**config.mk**
```make
export PLATFORM = sky130hd
export DESIGN_NAME = lfsr_param
export DESIGN_NICKNAME = d
export VERILOG_FILES = /design/src/rtl/lfsr_param.sv
export SDC_FILE = /design/constraint.sdc
export NUM_CORES = 1
export LEC_CHECK = 0
export ABC_AREA = 1
export CAP_MARGIN = 20
export CORE_MARGIN = 4
export CORE_UTILIZATION = 30
export CTS_BUF_LIST = sky130_fd_sc_hd__clkbuf_4 sky130_fd_sc_hd__clkbuf_8
export DETAILED_ROUTE_END_ITERATION = 7
export PLACE_DENSITY = 0.6
export SLEW_MARGIN = 20
export SYNTH_ARGS = -nofsm -noshare
export SYNTH_HDL_FRONTEND = slang
export SYNTH_SLANG_ARGS = --single-unit
```
**constraint.sdc**
```tcl
create_clock -name clk -period 3.35 [get_ports clk]
set_input_delay 0.67 -clock clk [delete_from_list [all_inputs] [get_ports clk]]
set_output_delay 0.67 -clock clk [all_outputs]
set_load 0.05 [all_outputs]
```
**src/rtl/lfsr_param.sv**
```systemverilog
// Parameterised Fibonacci/Galois LFSR with seed load, lockup recovery,
// step counting and period detection against the active seed.
module lfsr_param #(
  parameter int unsigned      WIDTH  = 7,
  parameter logic [WIDTH-1:0] TAPS   = 7'b1000100,
  parameter bit               GALOIS = 1'b0,
  parameter logic [WIDTH-1:0] SEED   = WIDTH'(1)
) (
  input  logic             clk,
  input  logic             rst,
  input  logic             en,
  input  logic             load,
  input  logic [WIDTH-1:0] seed_in,
  output logic [WIDTH-1:0] data_out,
  output logic [WIDTH-1:0] step_count,
  output logic             period_done,
  output logic [WIDTH-1:0] period_len,
  output logic             lockup_err
);

  logic [WIDTH-1:0] state_q, state_d;
  logic [WIDTH-1:0] seed_q,  seed_d;
  logic [WIDTH-1:0] cnt_q,   cnt_d;
  logic [WIDTH-1:0] len_q,   len_d;
  logic             done_q,  done_d;
  logic             lock_q,  lock_d;

  logic [WIDTH-1:0] step_nxt;
  logic [WIDTH-1:0] cnt_inc;

  always_comb begin
    if (GALOIS) begin
      step_nxt = {state_q[WIDTH-2:0], 1'b0} ^ ({WIDTH{state_q[WIDTH-1]}} & TAPS);
    end else begin
      step_nxt = {state_q[WIDTH-2:0], ^(state_q & TAPS)};
    end
  end

  assign cnt_inc = cnt_q + 1'b1;

  // Load outranks en; an all-zero seed would lock the register, so fall back to SEED.
  always_comb begin
    state_d = state_q;
    seed_d  = seed_q;
    cnt_d   = cnt_q;
    len_d   = len_q;
    done_d  = 1'b0;
    lock_d  = 1'b0;
    if (load) begin
      cnt_d = '0;
      if (seed_in == '0) begin
        state_d = SEED;
        seed_d  = SEED;
        lock_d  = 1'b1;
      end else begin
        state_d = seed_in;
        seed_d  = seed_in;
      end
    end else if (en) begin
      state_d = step_nxt;
      if (step_nxt == seed_q) begin
        done_d = 1'b1;
        len_d  = cnt_inc;
        cnt_d  = '0;
      end else begin
        cnt_d = cnt_inc;
      end
    end
  end

  always_ff @(posedge clk or posedge rst) begin
    if (rst) begin
      state_q <= SEED;
      seed_q  <= SEED;
      cnt_q   <= '0;
      len_q   <= '0;
      done_q  <= 1'b0;
      lock_q  <= 1'b0;
    end else begin
      state_q <= state_d;
      seed_q  <= seed_d;
      cnt_q   <= cnt_d;
      len_q   <= len_d;
      done_q  <= done_d;
      lock_q  <= lock_d;
    end
  end

  assign data_out    = state_q;
  assign step_count  = cnt_q;
  assign period_len  = len_q;
  assign period_done = done_q;
  assign lockup_err  = lock_q;

endmodule

```
Word-level counts from Yosys, hierarchy flattened
Index checks and enable logic that the tools add are counted.

storage, ports and cells
  logic and storage cells = 24
  register bits = 30
  input bits = 11
  output and inout bits = 23

cells by class
  add/subtract/negate cells = 1
  bitwise logic cells = 1
  reduce and logical (&&, ||, !) cells = 4
  equality and inequality tests = 1
  multiplexer cells = 11

operator list
  kind                 count
  $mux 7               6
  $add 7x1->7 const B  1
  $eq 7x7->1           1
  $logic_not 7->1      1
  $reduce_xor 7->1     1
  $mux 1               5
  $reduce_and 3->1     1
  $reduce_bool 2->1    1
  $not 1->1            1

Longest topological paths before layout
  depth in word-level cells = 5
  depth in mapped cells = 9
  mapped depth without buffers = 9

Worst setup path before layout
OpenSTA, ideal clock, no wires.

  path type = register -> register
  start = register state_q[0], in the netlist data_out[0]
  end = register len_q[0], in the netlist period_len[0]
  buffers on the path = 0
  path slack = 1.769 ns
  setup time = 0.119 ns
  arrival = 1.462 ns
  data required time = 3.231 ns
  stages on the path, launching flop included = 10
  period minus slack after synthesis = 1.581 ns
  cells stage by stage = dfstp_2 -> inv_1 -> nand2_1 -> nand2_1 -> nor2_1 -> nand2_1 -> nor2_4 -> nand2_1 -> nand2_1 -> nand2_1

between the ends
  cells in the longest elaborated chain, start to end = 2

RTL lines
  element                     RTL line  text
  start, declared             21        logic [WIDTH-1:0] state_q, state_d;
  start signal, assigned      80        state_q <= state_d;
  $eq 7x7->1                  61        if (step_nxt == seed_q) begin
  $reduce_and 3->1 (no line)  -
  end signal, assigned        83        len_q <= len_d;
  end, declared               24        logic [WIDTH-1:0] len_q, len_d;

Every way passes these cells.
A chain may end at the register's enable or synchronous reset.

Worst setup path in the final report
  start = register state_q[0], in the netlist data_out[0]
  end = output data_out[0]

RTL lines
  element        RTL line  text
  end, declared  14        output logic [WIDTH-1:0] data_out,

No word-level cell between the ends.

==> flow_metrics.py <==
metrics = {
    "run_status": {
        "status": "finished, final reports clean",
    },
    "clock_tree": {
        "cts_tree": "built",
        "h-tree-depth": 2,
        "max-clock-path-buffers": 2,
        "cts-root-buf": "clkbuf_8",
        "postCtsResizedCells": 0,
        "post_cts_buffers": 0,
        "clk_pin_slew_ns": 0.06,
        "cts_buffers": 5,
        "cts_sinks": 30,
        "cts_hold_buffers": 0,
        "clk_latency_ns": 0.28,
    },
    "cells_and_area": {
        "area_delta_synth_final_pct": 31.19,
        "fin_cells": 264,
        "drive_above_1_share_pct": 6.604,
        "fin_area_um2": 1889,
        "nets": 223,
        "diodes": 0,
    },
    "routing": {
        "vias": 1214,
        "detail-route-antenna-nets": 0,
        "wl_um": 3204,
        "drtIter0Drc": 84,
        "avgRoutedWirePerCell_um": 12.14,
        "first_pass_iters": 4,
        "drc_errors": 0,
        "via_per_inst": 4.598,
    },
    "synthesis": {
        "syn_area_per_cell_um2": 8.229,
        "synth-edff-count": 0,
        "yosys.area.top_type_share_pct": 48.65,
        "ys_top_cells_by_count": "nand2_1 (62), dfrtp_1 (28), inv_1 (21)",
        "synth.net_count": 187,
        "ys.warnings.count": 0,
        "async_flop_share_pct": 100.0,
        "syn_area_um2": 1440,
        "synth-seq-cells": 30,
        "syn-instance-count": 175,
        "synth_ff_type": "dfrtp_1",
        "yosysMostFrequentCell": "nand2_1",
        "netlist_top_cells_area": "dfrtp_1 (49%), nand2_1 (16%), inv_1 (5.5%)",
        "synth_top_area_cell": "dfrtp_1",
        "yosysUniqueCellTypes": 22,
        "synth_seq_area_share_pct": 52.30,
    },
    "placement": {
        "postPlaceCellArea_um2": 1798,
        "port_buffers": 33,
        "dp.final_hpwl_um": 2351,
        "placed_cells": 256,
        "place.gp.congestion": 0.8172,
    },
    "critical_path": {
        "cp.depth": 1,
        "cp.required_ns": 2.68,
        "crit_path_max_fanout": 3,
        "cp.arrival_ns": 1.63,
        "crit_type": "flip-flop to output pin",
        "crit_path_max_incr_delay_ns": 0.80,
        "critPathLaunchType": "flip-flop",
        "cp-end-kind": "output pin",
        "slowest_stage": "clkdlybuf4s50_1",
        "worst_r2r_path_depth": 9,
        "path_cells": "clkdlybuf4s50_1",
        "worst-path-buf-inv": 1,
        "critical-path-top-delay-family": "buffers and inverters",
    },
    "timing": {
        "period_needed_ns": 2.302,
        "rsz0062_at_grt": "false",
        "slew_headroom_pct": 64.14,
        "fin_crit_sh_pct": 68.73,
        "finalSetupViolCount": 0,
        "fin_skew_ns": 0.003508,
        "max_freq_mhz": 434.3,
        "tns_ns": 0,
        "hold_violations": 0,
        "slew_viol_final": 0,
        "tightest_slew_ns": 0.5362,
    },
    "die": {
        "ioPinCount": 34,
        "die_h_um": 77.29,
        "rows": 24,
        "start_util_pct": 31.97,
        "die_x_um": 77.29,
        "core-area_um2": 4504,
        "dieArea_um2": 5973,
    },
    "run": {
        "cap_violations": 0,
    },
    "power_and_ir_drop": {
        "peakVddDrop_mv": 0.1834,
        "p_total_uw": 900.4,
        "power.density_nw_per_um2": 476.6,
        "p_leak_uw": 0.0009084,
    },
    "hold_path": {
        "worst_hold_path_type": "flip-flop to flip-flop",
        "whs_path_depth": 2,
    },
    "global_routing": {
        "grtUsageTotal_pct": 11.94,
        "grt_pass1_vias": 1167,
        "overflow": 0,
        "grt_pass1_wl_um": 5492,
        "grt_max_degree": 31,
        "antenna_found_initial": 0,
    },
}
==> layout by cell type (no fill, tap or decap), types with 3 or more instances in the layout <==
master,netlist,routed
inv_1,21,21
clkdlybuf4s50_1,0,33
nand3_1,11,11
nand2_1,62,62
dfrtp_1,28,28
xor2_1,4,4
clkbuf_8,0,5
o221ai_1,6,6
nor2_1,13,13
o21ai_0,12,12
clkbuf_4,0,3
==> power breakdown <==
group	total (uW)	switching (uW)	internal (uW)	leakage [uW]
Clock	298	127	171	0.0000498
Combinational	194	129	64.9	0.000470
Sequential	408	18.6	389	0.000388
==> final timing paths <==
check | end | startpoint | slack, ns
setup reg to reg | period_len[4]$_DFFE_PP0P_ | data_out[0]$_DFFE_PP1P_ | 1.58
setup / recovery | data_out[0] | data_out[0]$_DFFE_PP1P_ | 1.05
max in group asynchronous | seed_q[0]$_DFFE_PP1P_ | rst | 2.26
hold reg to reg | period_len[5]$_DFFE_PP0P_ | period_len[5]$_DFFE_PP0P_ | 0.48
hold / removal | period_len[5]$_DFFE_PP0P_ | period_len[5]$_DFFE_PP0P_ | 0.48
min in group asynchronous | data_out[5]$_DFFE_PP0P_ | rst | 0.77
==> layer usage <==
| metal | track usage [%] | up-vias | part of all wire [%] |
|---|---|---|---|
| met5 | 0 | - | 0 |
| met1 | 15.84 | 547 | 53 |
| met4 | 6.940 | 0 | 2.6 |
| li1 | - | 633 | - |
| met2 | 16.49 | 27 | 40 |
| met3 | 4.333 | 7 | 4.8 |
==> kinds of logic after synthesis <==
group	Yosys count	synth area share, %
simple gates	89	25.11
xor+xnor	4	2.432
buf+inv	29	9.730
compound gates	22	9.557
fa+ha+maj	1	0.8687
flops	30	52.30
==> final cells by class <==
class                      count  area, um2
sequential                    30      753.2
fill                         477       2615
timing repair buffer          34      337.8
inverter                      24      95.09
multi-input combinational    116      546.8
clock buffer                   8      91.34
tap                           52      65.06
==> worst min-delay path, cell delays in order (launching register included) <==
cell and delay [ns]:
dfrtp_1 0.34, nand2_1 0.06, nand2_1 0.05
==> flip-flops by register name (all words and copies together), names as in the netlist <==
register	cells
data_out	7
lockup_err	1
seed_q	7
step_count	7
period_done	1
period_len	7
==> per-stage QoR <==
| step | setup slack, ns | util [%] | hold WS [ns] |
|---|---|---|---|
| after CTS | 1.032 | 41.94 | 0.4767 |
| after global placement | 0.8438 | 39.92 | 0.4565 |
| after global routing | 0.9669 | 41.94 | 0.4991 |
| after detailed placement | 0.8068 | 39.92 | 0.4620 |
| final | 1.048 | 41.94 | 0.4763 |
| after floorplan | 1.769 | - | 0.4695 |
Note: power is estimated with default switching activity, not from simulation.
